[src/rtl/hid_report_logger.sv]
// Keyboard-state logger: captures sniffer report changes into a FIFO and streams each one as an 8N1 UART frame.
// Define HID_LOGGER_CHECKSUM_EN to append an XOR checksum byte to every frame.
module hid_report_logger #(
  parameter int CLK_HZ     = 48000000,
  parameter int BAUD       = 115200,
  parameter int FIFO_DEPTH = 16
) (
  input  logic       iCLK,
  input  logic       iRSTN,
  input  logic [7:0] iMODIFIER,
  input  logic [7:0] iKEYCODE,
  input  logic [3:0] iLEDS,
  output logic       oTXD,
  output logic       oBUSY,
  output logic       oOVERFLOW,
  output logic [7:0] oDROP_CNT
);

  localparam int DIV = CLK_HZ / BAUD;
  localparam int AW  = $clog2(FIFO_DEPTH);
  localparam int CW  = (DIV > 1) ? $clog2(DIV) : 1;
  localparam logic [CW-1:0] CNT_MAX = CW'(DIV - 1);
`ifdef HID_LOGGER_CHECKSUM_EN
  localparam logic [1:0] LAST_BYTE = 2'd3;
`else
  localparam logic [1:0] LAST_BYTE = 2'd2;
`endif

  typedef enum logic [1:0] {S_IDLE, S_START, S_DATA, S_STOP} state_e;

  function automatic logic [7:0] frame_byte(input logic [19:0] f, input logic [1:0] idx);
    logic [7:0] b;
    case (idx)
      2'd0:    b = {4'hA, f[19:16]};
      2'd1:    b = f[15:8];
      2'd2:    b = f[7:0];
`ifdef HID_LOGGER_CHECKSUM_EN
      default: b = {4'hA, f[19:16]} ^ f[15:8] ^ f[7:0];
`else
      default: b = 8'h00;
`endif
    endcase
    return b;
  endfunction

  logic [19:0]   cur_q, last_q;
  logic [19:0]   mem_q [FIFO_DEPTH];
  logic [AW:0]   wr_ptr_q, wr_ptr_d, rd_ptr_q, rd_ptr_d;
  state_e        state_q, state_d;
  logic [CW-1:0] cnt_q, cnt_d;
  logic [2:0]    bit_q, bit_d;
  logic [1:0]    byte_q, byte_d;
  logic [19:0]   frame_q, frame_d;
  logic          txd_q, txd_d;
  logic          ovf_q, ovf_d;
  logic [7:0]    drop_q, drop_d;
  logic [7:0]    tx_byte;

  logic empty, full, tick, pop, push_req, push_ok, drop;

  assign empty    = (wr_ptr_q == rd_ptr_q);
  assign full     = (wr_ptr_q[AW] != rd_ptr_q[AW]) && (wr_ptr_q[AW-1:0] == rd_ptr_q[AW-1:0]);
  assign tick     = (cnt_q == CNT_MAX);
  // last_q follows cur_q unconditionally, so a rejected report is lost rather than retried
  assign push_req = (cur_q != last_q);
  assign push_ok  = push_req && (!full || pop);
  assign drop     = push_req && full && !pop;

  always_comb begin
    wr_ptr_d = wr_ptr_q + (AW+1)'(push_ok);
    rd_ptr_d = rd_ptr_q + (AW+1)'(pop);
    ovf_d    = ovf_q | drop;
    drop_d   = (drop && drop_q != 8'hFF) ? drop_q + 8'd1 : drop_q;
  end

  always_comb begin
    state_d = state_q;
    cnt_d   = cnt_q;
    bit_d   = bit_q;
    byte_d  = byte_q;
    frame_d = frame_q;
    pop     = 1'b0;
    if (state_q != S_IDLE) begin
      cnt_d = tick ? '0 : cnt_q + CW'(1);
    end
    case (state_q)
      S_IDLE: begin
        if (!empty) begin
          pop     = 1'b1;
          frame_d = mem_q[rd_ptr_q[AW-1:0]];
          byte_d  = 2'd0;
          cnt_d   = '0;
          state_d = S_START;
        end
      end
      S_START: begin
        if (tick) begin
          bit_d   = 3'd0;
          state_d = S_DATA;
        end
      end
      S_DATA: begin
        if (tick) begin
          if (bit_q == 3'd7) state_d = S_STOP;
          else               bit_d   = bit_q + 3'd1;
        end
      end
      S_STOP: begin
        if (tick) begin
          if (byte_q != LAST_BYTE) begin
            byte_d  = byte_q + 2'd1;
            state_d = S_START;
          end else begin
            state_d = S_IDLE;
          end
        end
      end
      default: state_d = S_IDLE;
    endcase
    // line level is derived from the next state so the pin itself is a flop
    tx_byte = frame_byte(frame_d, byte_d);
    case (state_d)
      S_START: txd_d = 1'b0;
      S_DATA:  txd_d = tx_byte[bit_d];
      default: txd_d = 1'b1;
    endcase
  end

  always_ff @(posedge iCLK or negedge iRSTN) begin
    if (!iRSTN) begin
      cur_q    <= '0;
      last_q   <= '0;
      wr_ptr_q <= '0;
      rd_ptr_q <= '0;
      state_q  <= S_IDLE;
      cnt_q    <= '0;
      bit_q    <= '0;
      byte_q   <= '0;
      txd_q    <= 1'b1;
      ovf_q    <= 1'b0;
      drop_q   <= '0;
    end else begin
      cur_q    <= {iLEDS, iMODIFIER, iKEYCODE};
      last_q   <= cur_q;
      wr_ptr_q <= wr_ptr_d;
      rd_ptr_q <= rd_ptr_d;
      state_q  <= state_d;
      cnt_q    <= cnt_d;
      bit_q    <= bit_d;
      byte_q   <= byte_d;
      txd_q    <= txd_d;
      ovf_q    <= ovf_d;
      drop_q   <= drop_d;
    end
  end

  always_ff @(posedge iCLK) begin
    if (push_ok) mem_q[wr_ptr_q[AW-1:0]] <= cur_q;
    frame_q <= frame_d;
  end

  assign oTXD      = txd_q;
  assign oBUSY     = (state_q != S_IDLE) || !empty;
  assign oOVERFLOW = ovf_q;
  assign oDROP_CNT = drop_q;

endmodule

[config.mk]
export PLATFORM = sky130hd
export DESIGN_NAME = hid_report_logger
export DESIGN_NICKNAME = d
export VERILOG_FILES = /design/src/rtl/hid_report_logger.sv
export SDC_FILE = /design/constraint.sdc
export NUM_CORES = 1
export LEC_CHECK = 0
export ABC_AREA = 1
export CAP_MARGIN = 25
export CORE_ASPECT_RATIO = 0.6
export CORE_UTILIZATION = 45
export CTS_CLUSTER_SIZE = 8
export DETAILED_ROUTE_END_ITERATION = 8
export HOLD_SLACK_MARGIN = 0.03
export PLACE_DENSITY = 0.64
export SLEW_MARGIN = 20
export SYNTH_ARGS = -nofsm -noshare
export SYNTH_HDL_FRONTEND = slang
export SYNTH_SLANG_ARGS = --single-unit
[constraint.sdc]
create_clock -name iCLK -period 6.78 [get_ports iCLK]
set_clock_uncertainty 0.1 [all_clocks]
set_input_delay 0.678 -clock iCLK [delete_from_list [all_inputs] [get_ports iCLK]]
set_output_delay 0.678 -clock iCLK [all_outputs]
set_load 0.02 [all_outputs]
==> summary.txt, run 1 <==
Placed design
  • Gpl congestion: 0.833
  • Placed cell area: 0.0179 sq mm
  • Port bufs: 32
  • Post-DP HPWL: 24.7 mm

Timing
  • Final setup TNS: 0 ns
  • Fin crit share: 59.4%
  • Achievable Freq: 0.248 GHz
  • Worst-Margin Slew: 1.05 ns
  • Pins Over Slew Limit: 0
  • Final hold violations: 0
  • Rel. slew slack: 29.7%
  • RSZ-0062 raised after global routing: false
  • Final min period: 4.03 ns
  • Final Setup Violations: 0

Critical path
  • CP max stage cell: buf_4
  • Largest stage delay, worst path: 0.78 ns
  • CP bufs+invs: 2
  • Reg-to-reg endpoint: mem_q[8][7]$_DFFE_PP_
  • Critical path origin: rd_ptr_q[0]$_DFF_PN0_
  • R2R Setup Slk: 2.83 ns
  • Crit start category: flop
  • CP Max Fanout: 89
  • Worst path cell trace: buf_4 > nand2_1 > nand2_2 > nor2_4 > nand4_1 > clkdlybuf4s50_1
  • Reg2reg start: rd_ptr_q[0]$_DFF_PN0_
  • Crit path arrival time: 3.25 ns
  • Delay-heaviest family, CP: buffers and inverters
  • R2R depth: 10
  • Worst EP required: 6.00 ns
  • Setup crit end kind: output pin
  • Critical path class: reg2out

Synth
  • FFs w/ async S/R, synth: 18.3%
  • Synth Instances: 1533
  • #FFs+latches synth: 416
  • Avg Inst Size Synth: 11.1 sq um
  • Synth Net Count: 1568
  • Post-synth EDFFs: 320
  • Synth Cell Area: 0.0170 sq mm
  • Main flop type after synthesis: edfxtp_1
  • Number of distinct library cells after synthesis: 45
  • Seq/Total Area, Yosys: 69.9%
  • Yosys warnings: 0

Hold path
  • Min-delay src: frame_q[4]$_DFF_P_
  • Worst hold path type: reg2reg
  • Hold Crit Depth: 2
  • Worst hold endpoint: frame_q[4]$_DFF_P_

Die
  • Initial Util: 46.3%
  • Site Rows: 54
  • Die Y: 153 um
  • Die Wd: 253 um
  • Core Region: 0.0368 sq mm
  • Number of I/O pins: 33
  • Die area: 0.0387 sq mm

Routing
  • WL final: 42.5 mm
  • Post-route ant nets: 0
  • Routed wire per std cell: 19.9 um
  • DRC violation count after routing: 0
  • Drt first-iter violations: 1135
  • Vias: 11278
  • Vias per inst: 5.29
  • Drt pass-1 iters: 5

Global routing
  • Antenna violations before repair: 0
  • First-pass GRT wire length: 64.3 mm
  • Largest net degree at the start of global routing: 100
  • Vias in the first global route: 10581
  • Gr ovfl total: 0
  • Total GRT Usage: 22.2%

Clock tree
  • Clk_lat worst skew: 0.59 ns
  • Clock sinks: 416
  • CTS Root Cell: clkbuf_16
  • H-tree lvl count: 2
  • CTS tree: built
  • CTS max path bufs: 3
  • Cts bufs inserted: 57
  • Clock Pin Slew Worst Setup and Hold Paths: 0.05 ns

Finish
  • Synth-to-layout area growth: 14.8%
  • Fin nets: 1614
  • Design Area, Final: 0.0196 sq mm
  • Filler cells: 3156
  • Layout cell share with drive strength beyond 1: 8.30%
  • Most frequent cells in the layout: nand2_1 (341), edfxtp_1 (320), nor2_1 (246), o21ai_0 (126), nand3_1 (108)
  • Commonest non-fill, non-tap cell in the layout: nand2_1
  • Antenna cells: 0

Job
  • MaxCap Viol Count: 0

Pwr
  • Maximum vdd ir drop: 0.000219 V
  • Power Density: 455 mW/mm^2
  • Leak: 7.45 nW

Status
  • Status: finished, final reports clean
-- how the worst max path moves through the flow --
stage	cells past startpoint	to	slack, ns
2_1_floorplan	7	mem_q[0][0]$_DFFE_PP_	3.89
3_3_place_gp	9	mem_q[0][9]$_DFFE_PP_	2.81
3_5_place_dp	10	mem_q[13][19]$_DFFE_PP_	2.74
4_1_cts	6	oBUSY	2.71
5_1_grt	10	mem_q[8][7]$_DFFE_PP_	2.46
6_report	6	oBUSY	2.75
-- layer usage --
layer  track usage, %  part of all wire (%)  vias up
met5                0                     0        -
met4             6.26                   2.1        0
met3             4.92                   9.4       70
met2             30.2                    41      477
met1             35.3                    48     5431
li1                 -                     -     5300
-- logic make-up (layout without fill, tap and decap cells) --
family          Yosys count  count (layout)  share of synthesized area, %
xor+xnor                 28              28                          1.44
compound gates          177             177                          5.76
fa+ha+maj                13              13                         0.955
buf+inv                 147             241                          3.80
simple gates            752             752                          18.1
flops                   416             416                          69.9
-- worst min-delay path, cell delays in order (launching register included) --
cell and delay (ns):
dfxtp_1 0.31, nand2_1 0.05, nand2_1 0.08
-- synth_stat cells, types with 2 or more instances --
library cell	instances	area share [%]
nor2_2	2	0.073
nand2_1	341	7.5
buf_2	40	1.2
nand3b_1	2	0.088
nor4_1	2	0.073
xnor2_1	15	0.77
buf_4	9	0.40
ha_1	13	0.95
o211ai_1	27	1.2
nand4_1	5	0.18
clkbuf_1	18	0.40
nor3_2	2	0.12
dfxtp_1	20	2.4
inv_1	69	1.5
or2_0	3	0.11
or2_2	8	0.29
o21ai_0	126	3.7
nor3_1	2	0.059
o22ai_1	3	0.11
xor2_1	13	0.67
nand2_2	6	0.22
o21bai_1	3	0.13
dfrtp_1	75	11
edfxtp_1	320	56
or2_1	4	0.15
a21oi_1	11	0.32
nand3_2	2	0.12
nand3_1	108	3.2
nor2_1	262	5.8
inv_2	7	0.15
-- flip-flops by register name (all words and copies together), names as in the netlist, 2 cells and up --
register	count
state_q	2
mem_q	320
byte_q	2
oDROP_CNT	8
rd_ptr_q	5
cur_q	20
cnt_q	9
last_q	20
bit_q	3
wr_ptr_q	5
frame_q	20
-- power by group --
| part | internal [mW] | switching, mW | total, mW |
|---|---|---|---|
| clock | 1.57 | 1.06 | 2.63 |
| combinational | 0.769 | 2.01 | 2.78 |
| sequential | 3.29 | 0.198 | 3.49 |
-- per-stage QoR --
stage                     instances  total power [mW]  utilization (%)  hold slack, ns  setup WS, ns
after floorplan                1533              5.36                -           0.282          3.89
after global placement         2021              6.23             48.4           0.342          2.81
after detailed placement       2022              6.29             48.5           0.352          2.74
after CTS                      2130              8.92             53.0           0.369          2.71
after global routing           2131              9.37             53.1           0.404          2.46
final                          2131              8.90             53.1           0.364          2.75
-- what timing repair did --
action,CTS,global route
hold endpoints to repair,11,0
hold buffers,1,0
resized for setup,0,0
buffers inserted,0,0
-- final cells by class --
class	instances	area [sq um]	area share, %
Clock inverter	3	41.3	0.211
Sequential cell	416	11900	61.0
Multi-Input combinational cell	970	4550	23.3
Clock buffer	104	1600	8.20
Tap cell	504	631	3.23
Inverter	77	292	1.49
Timing Repair Buffer	57	515	2.64
Note: power is estimated with default switching activity, not from simulation.
==> inputs of run 2 (changes only) <==
--- a/config.mk
+++ b/config.mk
@@ -12,7 +12,7 @@
 export CTS_CLUSTER_SIZE = 8
 export DETAILED_ROUTE_END_ITERATION = 8
 export HOLD_SLACK_MARGIN = 0.03
-export PLACE_DENSITY = 0.64
+export PLACE_DENSITY = 0.66
 export SLEW_MARGIN = 20
 export SYNTH_ARGS = -nofsm -noshare
 export SYNTH_HDL_FRONTEND = slang
==> constraint.sdc (replaced) <==
create_clock -name iCLK -period 3.4 [get_ports iCLK]
set_clock_uncertainty 0.1 [all_clocks]
set_input_delay 0.34 -clock iCLK [delete_from_list [all_inputs] [get_ports iCLK]]
set_output_delay 0.34 -clock iCLK [all_outputs]
set_load 0.02 [all_outputs]
==> summary.txt, run 2 (same netlist as run 1, synthesis figures left out) <==
Routing
  • DRC violation count after routing: 0 (unchanged)
  • Drt first-iter violations: 1169 (+3.0%)
  • WL final: 41.8 mm (-1.6%)
  • Routed wire per std cell: 19.3 um (-3.5%)
  • Post-route ant nets: 0 (unchanged)
  • Drt pass-1 iters: 5 (unchanged)
  • Vias per inst: 5.23 (-1.1%)
  • Vias: 11370 (+0.82%)

Clock tree
  • CTS resizes: 0 (unchanged)
  • Clock Pin Slew Worst Setup and Hold Paths: 0.05 ns (about the same)
  • CTS tree: built
  • H-tree lvl count: 2 (unchanged)
  • # Post-CTS Setup Buffers: 0 (unchanged)
  • CTS max path bufs: 3 (unchanged)
  • Hold-fix buffers, CTS: 1 (unchanged)
  • Clock sinks: 416 (unchanged)
  • Clk_lat worst skew: 0.57 ns (-0.02 ns)
  • Cts bufs inserted: 57 (unchanged)
  • CTS Root Cell: clkbuf_16

Finish
  • Filler cells: 3116 (-1.3%)
  • Fin nets: 1656 (+2.6%)
  • Layout Cells excl Fill: 2173 (+2.0%)
  • Multi-input logic area: 0.00452 sq mm (-0.55%)
  • Max FFs per register: 320 (unchanged)
  • Antenna cells: 0 (unchanged)
  • Synth-to-layout area growth: 17.2%
  • Layout cell share with drive strength beyond 1: 10.5% (+2.2 points)
  • Commonest non-fill, non-tap cell in the layout: nand2_1
  • Most frequent cells in the layout: nand2_1 (341), edfxtp_1 (320), nor2_1 (246), o21ai_0 (126), nand3_1 (108)
  • Util after Layout: 54.2% (+1.1 points)
  • Area occupied by registers: 0.0119 sq mm (unchanged)

Pwr
  • Clock group share of total power: 29.1% (-0.5 points)
  • Logic gate share of total power: 32.6% (+1.4 points)
  • Maximum vdd ir drop: 0.000779 V (+260%)
  • NetSw: 6.46 mW (+98%)
  • Switching Fraction: 36.0% (-0.65 points)
  • Pwr Total: 17.9 mW (+100%)
  • Flop pwr share: 38.3% (-0.9 points)
  • Power Density: 898 mW/mm^2 (+97%)
  • Internal Power: 11.5 mW (+100%)
  • Leak: 7.69 nW (+3.2%)

Timing
  • Rel. slew slack: 33.0% (+3.4 points)
  • Final hold violations: 0 (unchanged)
  • Hold_ws: 0.101 ns (-0.263 ns)
  • Worst-Margin Slew: 1.00 ns (-0.0516 ns)
  • RSZ-0062 raised after global routing: false
  • Fin crit share: 91.7%
  • Pins Over Slew Limit: 0 (unchanged)
  • Final Setup Violations: 0 (unchanged)
  • Final min period: 3.12 ns
  • Achievable Freq: 0.321 GHz
  • Final setup TNS: 0 ns (unchanged)

Global routing
  • Total GRT Usage: 22.1% (-0.15 points)
  • First-pass GRT wire length: 64.5 mm (+0.32%)
  • Largest net degree at the start of global routing: 160 (+60%)
  • Gr ovfl total: 0 (unchanged)
  • Antenna violations before repair: 2 (+2)
  • Vias in the first global route: 10882 (+2.8%)

Die
  • Number of I/O pins: 33 (unchanged)
  • Die Wd: 253 um (unchanged)
  • Core Region: 0.0368 sq mm (unchanged)
  • Die Y: 153 um (unchanged)
  • Site Rows: 54 (unchanged)
  • Die area: 0.0387 sq mm (unchanged)
  • Initial Util: 46.3% (unchanged)

Job
  • MaxCap Viol Count: 0 (unchanged)

Status
  • Status: finished, final reports clean

Critical path
  • Worst EP required: 3.58 ns (-2.42 ns)
  • Crit path arrival time: 3.30 ns (+0.05 ns)
  • Delay-heaviest family, CP: simple AND/OR/NAND/NOR gates
  • Crit start category: flop
  • Setup crit end kind: flop
  • Critical path class: reg2reg
  • Critical path origin: cur_q[8]$_DFF_PN0_
  • Reg2reg start: cur_q[8]$_DFF_PN0_
  • Largest stage delay, worst path: 0.77 ns (about the same)
  • CP Max Fanout: 13 (-85%)
  • CP max stage cell: nor2_2
  • Worst path cell trace: xnor2_1 > nand2_1 > nor4_1 > a31oi_1 > buf_4 > nand3_1 > nor2_2 > buf_4
  • CP bufs+invs: 2 (unchanged)
  • CP dominant cell by count: buf_4

Placed design
  • Port bufs: 32 (unchanged)
  • Gpl congestion: 0.842 (+1.2%)
  • Post-DP HPWL: 24.9 mm (+0.67%)
  • Post-placement cell count: 2064 (+2.1%)

Hold path
  • Worst hold path type: in2reg
  • Min-delay src: iKEYCODE[2]
## run 2: cell types whose count changed in the layout (fill, tap and decap cells not counted), moves of 4 or more
cell	change
buf_12	+10
buf_4	+32
nor2_2	+4
nor2_4	-4
## run 2: through the flow
| step | instance area [sq um] | worst slack [ns] |
|---|---|---|
| final | 20000 | 0.281 |
| after global routing | 20000 | 0.156 |
| after CTS | 20000 | 0.238 |
| after detailed placement | 18300 | 0.243 |
| after global placement | 18300 | 0.302 |
| after floorplan | 17000 | 0.510 |
## run 2: cell type report
| class | instances | area share (%) |
|---|---|---|
| tap | 504 | 3.16 |
| timing repair buffer | 99 | 4.77 |
| clock buffer | 106 | 8.17 |
| sequential | 416 | 59.7 |
| clock inverter | 1 | 0.0815 |
| multi-input combinational | 970 | 22.7 |
| inverter | 77 | 1.46 |
## run 2: worst register-to-register path, delay by kind of cell (launching register included)
kind                      cells  cell delay (ns)
xor gates and xnor gates      1             0.17
and+or+nand+nor               4             1.39
DFF                           1             0.39
AOI/OAI and AO/OA             1             0.25
buffers and inverters         2             0.53
## run 2: worst paths after layout
check	endpoint	slack, ns	cells past startpoint
worst max-delay path	mem_q[1][1]$_DFFE_PP_	0.28	8
worst min-delay path	cur_q[2]$_DFF_PN0_	0.10	1
worst max register to register	mem_q[1][1]$_DFFE_PP_	0.28	8
worst min register to register	last_q[7]$_DFF_PN0_	0.31	0
max in group asynchronous	cur_q[13]$_DFF_PN0_	2.07	3
min in group asynchronous	last_q[11]$_DFF_PN0_	0.29	2
## run 2: power by group through the flow
stage / clock, mW / combinational, mW / sequential [mW]
after global placement: 0 / 5.67 / 6.93
after global routing: 5.53 / 6.48 / 6.94
final: 5.23 / 5.85 / 6.87
after floorplan: 0 / 3.78 / 6.92
after detailed placement: 0 / 5.77 / 6.95
after CTS: 5.31 / 5.81 / 6.86
## run 2: routing by layer
layer | vias to the layer above | track usage (%) | wire length (um)
met1 | 5454 | 33.7 | 19500
met5 | - | 0 | 13
met3 | 64 | 4.97 | 3920
li1 | 5390 | - | -
met2 | 460 | 32.2 | 17800
met4 | 2 | 4.73 | 668
